$ cat config.mk
export PLATFORM = sky130hd
export DESIGN_NAME = morse_accumulator
export DESIGN_NICKNAME = d
export VERILOG_FILES = /design/src/rtl/morse_pkg.sv /design/src/rtl/morse_gap_timer.sv /design/src/rtl/morse_accumulator.sv
export SDC_FILE = /design/constraint.sdc
export NUM_CORES = 1
export LEC_CHECK = 0
export ABC_AREA = 1
export CAP_MARGIN = 0
export CORE_UTILIZATION = 52
export DETAILED_ROUTE_END_ITERATION = 7
export HOLD_SLACK_MARGIN = 0.08
export PLACE_DENSITY = 0.8
export SYNTH_ARGS = -nofsm -noshare
export SYNTH_HDL_FRONTEND = slang
export SYNTH_SLANG_ARGS = --single-unit
$ cat constraint.sdc
create_clock -name clock -period 3.75 [get_ports clock]
set_clock_uncertainty 0.2 [all_clocks]
set_input_delay 0.75 -clock clock [delete_from_list [all_inputs] [get_ports clock]]
set_output_delay 0.75 -clock clock [all_outputs]
set_load 0.005 [all_outputs]
$ cat src/rtl/morse_pkg.sv
// Shared encodings and defaults for the morse character path.
package morse_pkg;

   localparam logic SYM_DOT  = 1'b0;
   localparam logic SYM_LINE = 1'b1;

   localparam int DEF_MAX_SYMBOLS = 5;
   localparam int DEF_GAP_CYCLES  = 8;

   typedef enum logic [1:0] {
      S_IDLE    = 2'd0,
      S_COLLECT = 2'd1,
      S_HOLD    = 2'd2
   } acc_state_t;

endpackage

$ cat src/rtl/morse_gap_timer.sv
// Idle-gap counter: counts cycles without a symbol, saturating at GAP_CYCLES.
module morse_gap_timer #(
   parameter int GAP_CYCLES = 8
) (
   input  logic clock,
   input  logic resetn,
   input  logic clear,
   input  logic enable,
   output logic expired
);

   localparam int CNT_W = $clog2(GAP_CYCLES + 1);

   logic [CNT_W-1:0] gap_cnt_q;
   logic [CNT_W-1:0] gap_cnt_d;

   always_comb begin
      gap_cnt_d = gap_cnt_q;
      if (clear) begin
         gap_cnt_d = '0;
      end else if (enable && (gap_cnt_q != CNT_W'(GAP_CYCLES))) begin
         gap_cnt_d = gap_cnt_q + CNT_W'(1);
      end
   end

   always_ff @(posedge clock) begin
      if (resetn) begin
         gap_cnt_q <= '0;
      end else begin
         gap_cnt_q <= gap_cnt_d;
      end
   end

   // Terminal count is one short of the gap so the commit edge lands on the GAP-th idle cycle.
   assign expired = (gap_cnt_q == CNT_W'(GAP_CYCLES - 1));

endmodule

$ cat src/rtl/morse_accumulator.sv
// Collects dot/line pulses into a morse character and holds it under valid/ready.
// state     | meaning
// S_IDLE    | no character in progress
// S_COLLECT | symbols arriving, gap timer running
// S_HOLD    | character committed, code_valid high until accepted
module morse_accumulator
   import morse_pkg::*;
#(
   parameter int MAX_SYMBOLS = DEF_MAX_SYMBOLS,
   parameter int GAP_CYCLES  = DEF_GAP_CYCLES,
   localparam int LEN_W      = $clog2(MAX_SYMBOLS + 1)
) (
   input  logic                   clock,
   input  logic                   resetn,
   input  logic                   ld_dot,
   input  logic                   ld_line,
   input  logic                   code_ready,
   output logic [MAX_SYMBOLS-1:0] code,
   output logic [LEN_W-1:0]       code_len,
   output logic                   code_valid,
   output logic                   sym_err,
   output logic                   overflow
);

   acc_state_t             state_q, state_d;
   logic [MAX_SYMBOLS-1:0] code_q, code_d;
   logic [LEN_W-1:0]       len_q, len_d;
   logic                   valid_q, valid_d;
   logic                   sym_err_q, sym_err_d;
   logic                   overflow_q, overflow_d;

   logic                   sym;
   logic                   sym_bit;
   logic [MAX_SYMBOLS-1:0] code_shift;
   logic [LEN_W-1:0]       len_inc;
   logic                   len_full;
   logic                   gap_clear;
   logic                   gap_en;
   logic                   gap_expired;

   assign sym        = ld_dot ^ ld_line;
   assign sym_bit    = ld_line ? SYM_LINE : SYM_DOT;
   assign code_shift = (code_q << 1) | MAX_SYMBOLS'(sym_bit);
   assign len_inc    = len_q + LEN_W'(1);
   assign len_full   = (len_inc == LEN_W'(MAX_SYMBOLS));

   assign gap_clear = sym || (state_q != S_COLLECT);
   assign gap_en    = (state_q == S_COLLECT) && !sym;

   morse_gap_timer #(
      .GAP_CYCLES(GAP_CYCLES)
   ) u_gap_timer (
      .clock  (clock),
      .resetn (resetn),
      .clear  (gap_clear),
      .enable (gap_en),
      .expired(gap_expired)
   );

   always_comb begin
      state_d    = state_q;
      code_d     = code_q;
      len_d      = len_q;
      valid_d    = valid_q;
      sym_err_d  = ld_dot && ld_line;
      overflow_d = 1'b0;

      unique case (state_q)
         S_IDLE, S_COLLECT: begin
            if (sym) begin
               code_d = code_shift;
               len_d  = len_inc;
               if (len_full) begin
                  state_d = S_HOLD;
                  valid_d = 1'b1;
               end else begin
                  state_d = S_COLLECT;
               end
            end else if ((state_q == S_COLLECT) && gap_expired) begin
               state_d = S_HOLD;
               valid_d = 1'b1;
            end
         end
         S_HOLD: begin
            if (code_ready) begin
               valid_d = 1'b0;
               // A symbol coinciding with acceptance opens the next character.
               if (sym) begin
                  code_d  = MAX_SYMBOLS'(sym_bit);
                  len_d   = LEN_W'(1);
                  state_d = (MAX_SYMBOLS == 1) ? S_HOLD : S_COLLECT;
                  valid_d = (MAX_SYMBOLS == 1);
               end else begin
                  code_d  = '0;
                  len_d   = '0;
                  state_d = S_IDLE;
               end
            end else if (sym) begin
               overflow_d = 1'b1;
            end
         end
         default: begin
            state_d = S_IDLE;
            code_d  = '0;
            len_d   = '0;
            valid_d = 1'b0;
         end
      endcase
   end

   always_ff @(posedge clock) begin
      if (resetn) begin
         state_q    <= S_IDLE;
         code_q     <= '0;
         len_q      <= '0;
         valid_q    <= 1'b0;
         sym_err_q  <= 1'b0;
         overflow_q <= 1'b0;
      end else begin
         state_q    <= state_d;
         code_q     <= code_d;
         len_q      <= len_d;
         valid_q    <= valid_d;
         sym_err_q  <= sym_err_d;
         overflow_q <= overflow_d;
      end
   end

   assign code       = code_q;
   assign code_len   = len_q;
   assign code_valid = valid_q;
   assign sym_err    = sym_err_q;
   assign overflow   = overflow_q;

endmodule

* Word level (Yosys, flattened, before mapping)
Index checks and enable logic that the tools add are counted.
Word-level totals: bits in registers 17, input bits 5, logic and storage cells 56
Operators by class: reduce and logical (&&, ||, !) cells 13, bitwise gates (word level) 3, multiplexer cells 21, add/sub/neg operators 2, equality and inequality tests 10
Operators by type and width (count):
- 2-to-1 mux 5 bit | 2
- case mux 5 bit (2 select lines) | 1
- 2-to-1 mux 1 bit | 9
- 2-to-1 mux 2 bit | 4
- 2-to-1 mux 3 bit | 2
- != test 3 bit (second input constant) | 2
- case mux 3 bit (2 select lines) | 1
- bitwise OR 5 x 1 -> 5 bit | 1
- adder 4 x 1 -> 4 bit (second input constant) | 1
- == test 4 x 3 -> 1 bit (second input constant) | 1
- logical AND 1 bit | 4
- != test 2 bit (second input constant) | 2
- != test 4 bit (second input constant) | 1
- case mux 2 bit (2 select lines) | 1
- AND reduction 2 bit | 2
- OR reduction 2 bit | 2
- adder 3 x 1 -> 3 bit (second input constant) | 1
- == test 3 bit (second input constant) | 1
- AND reduction 3 bit | 1
- OR reduction 3 bit | 1
- == test 2 x 1 -> 1 bit (second input constant) | 1
- == test 2 bit (second input constant) | 1
- zero test 2 bit | 1
- != test 2 x 1 -> 1 bit (second input constant) | 1
- 5 further kinds | 5

* Longest topological paths before layout
Gate-level depths: netlist (run 1).
depth after elaboration 5, gate-level depth with buffers 8, depth with buffers taken out 8

* Cells and area by module
Synthesis (run 1) repeated with hierarchy kept, for this count alone.
Unflattened totals: cell total of the unflattened synthesis 115, area, all modules 854.6 um^2
Modules (own cells, without submodules):
- morse_accumulator | area an instance 609.3 um^2, times used 1, cells each 78
- morse_gap_timer | area an instance 245.2 um^2, times used 1, cells each 37

* Least setup slack after synthesis (run 1)
OpenSTA, ideal clock, no wires.
path kind input-to-reg, from input ld_dot, to register u_gap_timer.gap_cnt_q[3], setup time 122 ps, arrival 1565 ps, stages on the path 7, buffers on the path 0, slack 1863 ps, data required time 3428 ps, cell sequence inv_1 ha_1 nand2_4 nor2_4 nand2_4 o21ai_0 a21oi_1
Between the ends: longest elaborated chain between the ends 4, elaborated cells between the ends (all ways) 6
Ends and longest elaborated chain:
- start, declared | RTL line morse_accumulator.sv:15 | input logic ld_dot,
- bitwise XOR 1 bit * | RTL line morse_accumulator.sv:41 | assign sym = ld_dot ^ ld_line;
- zero test 1 bit | RTL line morse_accumulator.sv:48 | assign gap_en = (state_q == S_COLLECT) && !sym;
- logical AND 1 bit | RTL line morse_accumulator.sv:48
- logical AND 1 bit | RTL line morse_gap_timer.sv:21 | end else if (enable && (gap_cnt_q != CNT_W'(GAP_CYCLES))) begin
- end signal, assigned | RTL line morse_gap_timer.sv:30 | gap_cnt_q <= gap_cnt_d;
- end, declared | RTL line morse_gap_timer.sv:14 | logic [CNT_W-1:0] gap_cnt_q;
Mark *: on every way between the ends. The rest lies on a longest branch, timed or not. A chain may end at the register's enable or synchronous reset.

* Worst setup path in the final report (run 1)
from input ld_dot, to register len_q[1] (netlist: code_len[1])
Between the ends: longest elaborated chain between the ends 3
Ends and longest elaborated chain:
- bitwise XOR 1 bit | RTL line morse_accumulator.sv:41
- != test 2 bit (no line)
- AND reduction 2 bit (no line)
- end signal, assigned | RTL line morse_accumulator.sv:122 | len_q <= len_d;
- end, declared | RTL line morse_accumulator.sv:27 | logic [LEN_W-1:0] len_q, len_d;
No other way between the ends.

==> results of run 1 <==
[kinds of logic (layout without fill, tap and decap cells)]
group,after synthesis,after routing,synth area share [%]
AOI/OAI and AO/OA,20,20,14.0
adders and majority gates,6,6,9.02
buffers and inverters,19,36,9.77
DFF,17,17,40.9
and+or+nand+nor,43,43,26.3
[path summary, 6_finish.rpt]
path	from	depth (start not counted)	to
setup / recovery	ld_dot	8	code_len[1]$_SDFFE_PP0P_
hold / removal	code[3]$_SDFFE_PP0P_	2	code[3]$_SDFFE_PP0P_
setup reg to reg	state_q[0]$_SDFFE_PP0P_	6	code[2]$_SDFFE_PP0P_
hold reg to reg	code[3]$_SDFFE_PP0P_	2	code[3]$_SDFFE_PP0P_
[power by group through the flow]
stage | combinational [uW] | clock (uW) | sequential [uW]
2_1_floorplan | 75.4 | 0 | 214
4_1_cts | 114 | 98.0 | 210
3_5_place_dp | 114 | 0 | 214
3_3_place_gp | 110 | 0 | 214
6_report | 114 | 94.9 | 210
5_1_grt | 125 | 107 | 213
[cell usage after synthesis]
cell type                  instances
sky130_fd_sc_hd__dfxtp_1          17
sky130_fd_sc_hd__inv_1            16
sky130_fd_sc_hd__nand2_1          14
sky130_fd_sc_hd__nand3_1          14
sky130_fd_sc_hd__a21oi_1          12
sky130_fd_sc_hd__nor2_1            7
sky130_fd_sc_hd__ha_1              6
sky130_fd_sc_hd__o21ai_0           4
sky130_fd_sc_hd__nand2_4           3
sky130_fd_sc_hd__a211oi_1          2
sky130_fd_sc_hd__a211oi_2          1
sky130_fd_sc_hd__a21oi_2           1
sky130_fd_sc_hd__buf_6             1
sky130_fd_sc_hd__clkbuf_1          1
sky130_fd_sc_hd__inv_4             1
sky130_fd_sc_hd__nand2_2           1
sky130_fd_sc_hd__nand3b_1          1
sky130_fd_sc_hd__nand4_1           1
sky130_fd_sc_hd__nor2_4            1
sky130_fd_sc_hd__nor3_1            1
[metrics by stage]
stage                     cells  utilization, %
after floorplan             105               -
after global placement      134            65.5
after detailed placement    134            65.5
after CTS                   138            67.3
after global routing        138            67.3
final                       138            67.3
[state kept, by name, indices dropped and copies added, names as in the netlist]
signal,cells
code_valid,1
state_q,2
overflow,1
sym_err,1
code_len,3
code,5
u_gap_timer.gap_cnt_q,4
[worst max-delay path: stages]
cell and delay (ns):
sky130_fd_sc_hd__clkdlybuf4s50_1 0.48, sky130_fd_sc_hd__inv_1 0.05, sky130_fd_sc_hd__ha_1 0.33, sky130_fd_sc_hd__nand2_4 0.11, sky130_fd_sc_hd__nand2_4 0.11, sky130_fd_sc_hd__inv_1 0.16
sky130_fd_sc_hd__nand3_1 0.09, sky130_fd_sc_hd__a21oi_1 0.14
[final cells by class]
class	instances	area [um2]	area share, %
Multi-Input combinational cell	69	410	40.5
Sequential cell	17	340	33.6
Timing Repair Buffer	15	150	14.8
Inverter	17	66.3	6.54
Clock buffer	4	26.3	2.59
Tap cell	16	20.0	1.98
[metal layers]
layer / part of all wire [%] / global-route usage (%) / wire (um) / vias to the layer above
met5: 0 / 0 / 0 / -
met4: 1.6 / 9.68 / 25 / 0
met3: 3.1 / 2.59 / 49 / 4
met2: 50 / 32.5 / 776 / 17
met1: 46 / 25.2 / 716 / 322
li1: - / - / - / 376
==> reports/results.md, run 1 <==
| Quantity | Reported |
| --- | --- |
| Global route total overflow | 0 |
| Antenna Diode Count | 0 |
| Starting Density | 55.2% |
| Gate count of the mapped netlist | 105 |
| Syn avg cell area | 7.92 um2 |
| Power per unit of standard cell area | 414 mW/mm2 |
| Global placer's final weighted congestion | 0.767 |
| Proportion of power drawn by flip-flops and latches | 50.2% |
| Clock tree from TritonCTS | yes |
| Share of power burned in the clock network | 22.6% |
| Top cells by area, synth | sky130_fd_sc_hd__dfxtp_1, sky130_fd_sc_hd__ha_1, sky130_fd_sc_hd__nand3_1 |
| Overall routed net length | 1570 um |
| Setup Slack @ Placement | 1.23 ns |
| Maximum fanout encountered on the critical timing path | 12 |
| Drt pass-1 iters | 4 |
| Unrepaired setup endpoints after global routing | false |
| Summed instance area of the synthesized netlist | 832 um2 |
| First-iteration detailed-routing DRC count | 17 |
| Leading cell type in the layout, fill and taps excluded | sky130_fd_sc_hd__dfxtp_1 |
| H-Tree Level Count | 1 |
| Syn_nets | 116 |
| Type of the worst setup path | in -> reg |
| Total power after layout | 419 uW |
| Maximum resistive drop on vdd | 223 uV |
| Number of setup buffers added after CTS | 0 |
| Max-slew headroom | 70.3% |
| Internal power consumption | 289 uW |
| Average routed wire per standard cell | 11.4 um |
| Yosys top cell area share | 40.9% |
| Cts hold-fix bufs | 0 |
| Total number of clock tree sinks | 17 |
| Least setup slack across all paths after layout | 1.53 ns |
| Data arrival at the endpoint of the critical path | 2.22 ns |
| Final Critical Period | 2.22 ns |
| Outcome | complete, no violations |
| Count of vias placed by the detailed router | 719 |
| Type of origin of the critical path | primary input |
| Post-CTS clock slew at the launch and capture registers of the worst setup and hold paths | 0.09 ns |
| Final cell area excluding filler cells | 0.00101 mm2 |
| Cells resized by post-CTS repair | 0 |
| Relative area change from synthesis to final layout | 21.8% |
| Die outline width | 42 um |
| Switch Pwr | 130 uW |
| Pin slew with the least headroom to its limit | 0.444 ns |
| Slew Limit Fails | 0 |
| Global-route wire length before repair | 2680 um |
| Hold slack | 0.282 ns |
| Flop and latch count out of synthesis | 17 |
| Std-Cell Core Area | 0.00151 mm2 |
| Upper clock frequency limit | 0.451 GHz |
| Data required, critical path | 3.76 ns |
| Number of nets in the final layout | 134 |
| Via count of the first global-routing pass | 666 |
| Net Sw Frac | 31.1% |
| Number of buffers created by CTS | 3 |
| Std cell rows | 14 |
| Total of fill cells in the finished design | 133 |
| DRC violations left | 0 |
| Slack of the worst reg-to-reg path | 2.27 ns |
| Port bufs | 15 |
| All-layer global routing usage | 19.7% |
| Distinct cell type count of the synthesized netlist | 20 |
| Share of synthesized area occupied by flip-flops and latches | 40.9% |
| Die Area | 0.00176 mm2 |
| Hold violation count in the final report | 0 |
| Hold Path Class | reg -> reg |
| Endpoint type of the worst setup path | register |
| Average vias per placed instance | 5.21 |
| Final setup vio count | 0 |
| Setup Total Neg Slack | 0 ns |
| Leakage power summed over all cells | 0.000400 uW |
| Antenna violations before repair | 0 |
| Ports | 16 |
| YS warnings | 0 |
| Share of post-route cells with drive strength above 1 | 9.02% |
| Largest buffer count on any clock path | 2 |
| Antenna Violating Nets Remaining | 0 |
| Instance area at placement | 987 um2 |
| Leading cell types in the layout, fill and taps excluded | sky130_fd_sc_hd__dfxtp_1, sky130_fd_sc_hd__inv_1, sky130_fd_sc_hd__clkdlybuf4s50_1 |
| Max-capacitance violation count | 0 |
| Period utilization | 59.1% |
| Root buf cell | sky130_fd_sc_hd__clkbuf_4 |
| Pin count of the biggest net entering global routing | 13 |
| Clock latency reported for the late side of the worst-skew pair | 0.28 ns |
| Y dimension of the die | 42 um |
| Estimated wirelength of the detail-placed design | 1250 um |
| Part of the power in combinational logic | 27.2% |
| Synth area leader | sky130_fd_sc_hd__dfxtp_1 |
Power figures use the tool's default switching activity.
==> run 2: changes to the inputs <==
--- a/config.mk
+++ b/config.mk
@@ -7,10 +7,10 @@
 export LEC_CHECK = 0
 export ABC_AREA = 1
 export CAP_MARGIN = 0
-export CORE_UTILIZATION = 52
+export CORE_UTILIZATION = 44
 export DETAILED_ROUTE_END_ITERATION = 7
 export HOLD_SLACK_MARGIN = 0.08
-export PLACE_DENSITY = 0.8
+export PLACE_DENSITY = 0.72
 export SYNTH_ARGS = -nofsm -noshare
 export SYNTH_HDL_FRONTEND = slang
 export SYNTH_SLANG_ARGS = --single-unit
==> constraint.sdc (replaced) <==
create_clock -name clock -period 1.83 [get_ports clock]
set_clock_uncertainty 0.2 [all_clocks]
set_input_delay 0.366 -clock clock [delete_from_list [all_inputs] [get_ports clock]]
set_output_delay 0.366 -clock clock [all_outputs]
set_load 0.005 [all_outputs]
==> run 2 against run 1 <==
Effect of this change:
- global-route usage fell by 1.6 points
- routed wire length rose by 1.0%
- non-clock buffer count rose by 6
- first-iteration DRC count did not move
- register-to-register slack got worse by 1.9 ns
- final area rose by 7.0%
- cell count rose by 11%
- sequential share of layout area fell by 2.1 points
- core utilization fell by 5.1 points
- sequential power rose by 110%
- largest power group unchanged
- highest routed layer unchanged
==> reports/results.md, run 2 (synthesized netlist as in run 1, its figures left out) <==
| Quantity | Reported | vs previous |
| --- | --- | --- |
| Max-slew headroom | 83.4% | was 70.3% |
| Buffers and inverters on the worst path | 1 | was 3 |
| Unrepaired setup endpoints after global routing | false | unchanged |
| Final cell utilization of the core | 62.2% | was 67.3% |
| Number of buffers created by CTS | 3 | unchanged |
| Port bufs | 15 | unchanged |
| All-layer global routing usage | 18.1% | was 19.7% |
| Max-capacitance violation count | 0 | unchanged |
| First-iteration detailed-routing DRC count | 17 | unchanged |
| Endpoint type of the worst setup path | output pin | was register |
| Leakage power summed over all cells | 0.000431 uW | was 0.000400 uW |
| Count of vias placed by the detailed router | 719 | unchanged |
| Type of origin of the critical path | register | was primary input |
| Leading cell type in the layout, fill and taps excluded | sky130_fd_sc_hd__dfxtp_1 | unchanged |
| Cell with the biggest individual delay on the critical path | sky130_fd_sc_hd__clkdlybuf4s50_1 | unchanged |
| Y dimension of the die | 45.5 um | was 42 um |
| Largest buffer count on any clock path | 2 | unchanged |
| Maximum fanout encountered on the critical timing path | 4 | was 12 |
| Max stage delay on crit path | 0.52 ns | was 0.48 ns |
| Cell Chain, Critical Path | clkdlybuf4s50_1 | was clkdlybuf4s50_1, inv_1, ha_1, nand2_4, nand2_4, inv_1, nand3_1, a21oi_1 |
| Hold slack | 0.275 ns | was 0.282 ns |
| Uppermost routed layer | met4 | unchanged |
| Average routed wire per standard cell | 10.3 um | was 11.4 um |
| Number of nets in the final layout | 140 | was 134 |
| Std cell rows | 15 | was 14 |
| Drt pass-1 iters | 4 | unchanged |
| Std-Cell Core Area | 0.00175 mm2 | was 0.00151 mm2 |
| Maximum resistive drop on vdd | 592 uV | was 223 uV |
| Die outline width | 45.5 um | was 42 um |
| Post-CTS clock slew at the launch and capture registers of the worst setup and hold paths | 0.10 ns | was 0.09 ns |
| Total number of clock tree sinks | 17 | unchanged |
| Slack of the worst reg-to-reg path | 0.39 ns | was 2.27 ns |
| Outcome | complete, no violations | unchanged |
| Setup Slack @ Placement | -0.259 ns | was 1.23 ns |
| Via count of the first global-routing pass | 622 | was 666 |
| Global route total overflow | 0 | unchanged |
| Pin slew with the least headroom to its limit | 0.249 ns | was 0.444 ns |
| Category of cells accounting for the largest share of critical-path delay | buffers and inverters | unchanged |
| Die Area | 0.00207 mm2 | was 0.00176 mm2 |
| Met1 Wirelength | 762 um | was 716 um |
| Data arrival at the endpoint of the critical path | 1.20 ns | was 2.22 ns |
| Final setup vio count | 0 | unchanged |
| Global-route wire length before repair | 2590 um | was 2680 um |
| Antenna violations before repair | 0 | unchanged |
| Final Critical Period | 1.77 ns |  |
| Overall routed net length | 1580 um | was 1570 um |
| Relative area change from synthesis to final layout | 30.4% | was 21.8% |
| Power per unit of standard cell area | 820 mW/mm2 | was 414 mW/mm2 |
| Share of post-route cells with drive strength above 1 | 16.4% | was 9.02% |
| Largest register FFs | 5 | unchanged |
| Clock latency reported for the late side of the worst-skew pair | 0.29 ns | was 0.28 ns |
| Estimated wirelength of the detail-placed design | 1190 um | was 1250 um |
| Starting Density | 47.7% | was 55.2% |
| Cts hold-fix bufs | 0 | unchanged |
| Upper clock frequency limit | 0.566 GHz |  |
| Period utilization | 96.5% |  |
| Least setup slack across all paths after layout | 0.0645 ns | was 1.53 ns |
| Hold violation count in the final report | 0 | unchanged |
| Length of routed met3 wiring | 65 um | was 49 um |
| Number of setup buffers added after CTS | 0 | unchanged |
| Total power after layout | 889 uW | was 419 uW |
| WL met2 | 745 um | was 776 um |
| Average vias per placed instance | 4.70 | was 5.21 |
| Ports | 16 | unchanged |
| Leading cell types in the layout, fill and taps excluded | sky130_fd_sc_hd__dfxtp_1, sky130_fd_sc_hd__inv_1, sky130_fd_sc_hd__clkdlybuf4s50_1 | unchanged |
| H-Tree Level Count | 1 | unchanged |
| Type of the worst setup path | reg -> out | was in -> reg |
| Slew Limit Fails | 0 | unchanged |
| Global placer's final weighted congestion | 0.770 | was 0.767 |
| Antenna Diode Count | 0 | unchanged |
| Clock tree from TritonCTS | yes | unchanged |
| Pin count of the biggest net entering global routing | 12 | was 13 |
| Total of fill cells in the finished design | 162 | was 133 |
| Antenna Violating Nets Remaining | 0 | unchanged |
| DRC violations left | 0 | unchanged |
| Hold Path Class | reg -> reg | unchanged |
| Data required, critical path | 1.26 ns | was 3.76 ns |
| Cells resized by post-CTS repair | 0 | unchanged |
| Root buf cell | sky130_fd_sc_hd__clkbuf_4 | unchanged |
==> run 2: cell types whose count changed in the layout (fill, tap and decap cells not counted) <==
cell,before,now
sky130_fd_sc_hd__inv_2,0,1
sky130_fd_sc_hd__dfxtp_2,0,1
sky130_fd_sc_hd__clkinv_2,0,1
sky130_fd_sc_hd__dfxtp_1,17,16
sky130_fd_sc_hd__ha_1,6,5
sky130_fd_sc_hd__buf_4,0,6
sky130_fd_sc_hd__inv_1,16,15
sky130_fd_sc_hd__ha_4,0,1
sky130_fd_sc_hd__clkbuf_1,1,0
==> run 2: worst min-delay path: stages, from the launching register on <==
cell	delay [ns]
sky130_fd_sc_hd__dfxtp_1	0.32
sky130_fd_sc_hd__nand2_1	0.06
sky130_fd_sc_hd__a21oi_1	0.05
==> run 2: metrics by stage <==
| stage | instance area (um2) | cells | setup TNS, ns |
|---|---|---|---|
| 2_1_floorplan | 832 | 105 | 0 |
| 3_3_place_gp | 1040 | 149 | -3.02 |
| 3_5_place_dp | 1040 | 149 | -3.22 |
| 4_1_cts | 1070 | 153 | 0 |
| 5_1_grt | 1080 | 153 | 0 |
| 6_report | 1080 | 153 | 0 |
==> run 2: final timing paths <==
| kind | startpoint | end | cells after the start |
|---|---|---|---|
| setup reg to reg | state_q[0]$_SDFFE_PP0P_ | code_valid$_SDFFE_PP0P_ | 7 |
| hold / removal | code_valid$_SDFFE_PP0P_ | code_valid$_SDFFE_PP0P_ | 2 |
| setup / recovery | code_len[1]$_SDFFE_PP0P_ | code_len[1] | 1 |
| hold reg to reg | code_valid$_SDFFE_PP0P_ | code_valid$_SDFFE_PP0P_ | 2 |
==> run 2: routing by layer <==
metal / track usage (%) / up-vias
met5: 0 / -
met4: 7.27 / 0
met3: 7.14 / 2
met2: 28.3 / 13
met1: 21.9 / 316
li1: - / 388
==> run 2: cell type report <==
| cell class | count | area [um2] | area share, % |
|---|---|---|---|
| repair buffers | 21 | 195 | 18.0 |
| clock inverters | 1 | 5.00 | 0.461 |
| flip-flops and latches | 17 | 342 | 31.5 |
| inverters | 17 | 66.3 | 6.11 |
| multi-input cells | 69 | 423 | 39.0 |
| clock buffers | 3 | 22.5 | 2.08 |
| well taps | 25 | 31.3 | 2.88 |
==> run 2: power by group <==
group	total (uW)	switching [uW]	internal [uW]
Clock	201	120	81.4
Combinational	257	134	123
Sequential	431	27.2	404
Total	889	281	609
==> run 3: changes to the inputs <==
--- a/config.mk
+++ b/config.mk
@@ -11,6 +11,7 @@
 export DETAILED_ROUTE_END_ITERATION = 7
 export HOLD_SLACK_MARGIN = 0.08
 export PLACE_DENSITY = 0.72
+export SLEW_MARGIN = 20
 export SYNTH_ARGS = -nofsm -noshare
 export SYNTH_HDL_FRONTEND = slang
 export SYNTH_SLANG_ARGS = --single-unit
==> results of run 3 <==
Final layout, timing and power as in run 2 (identical DEF).
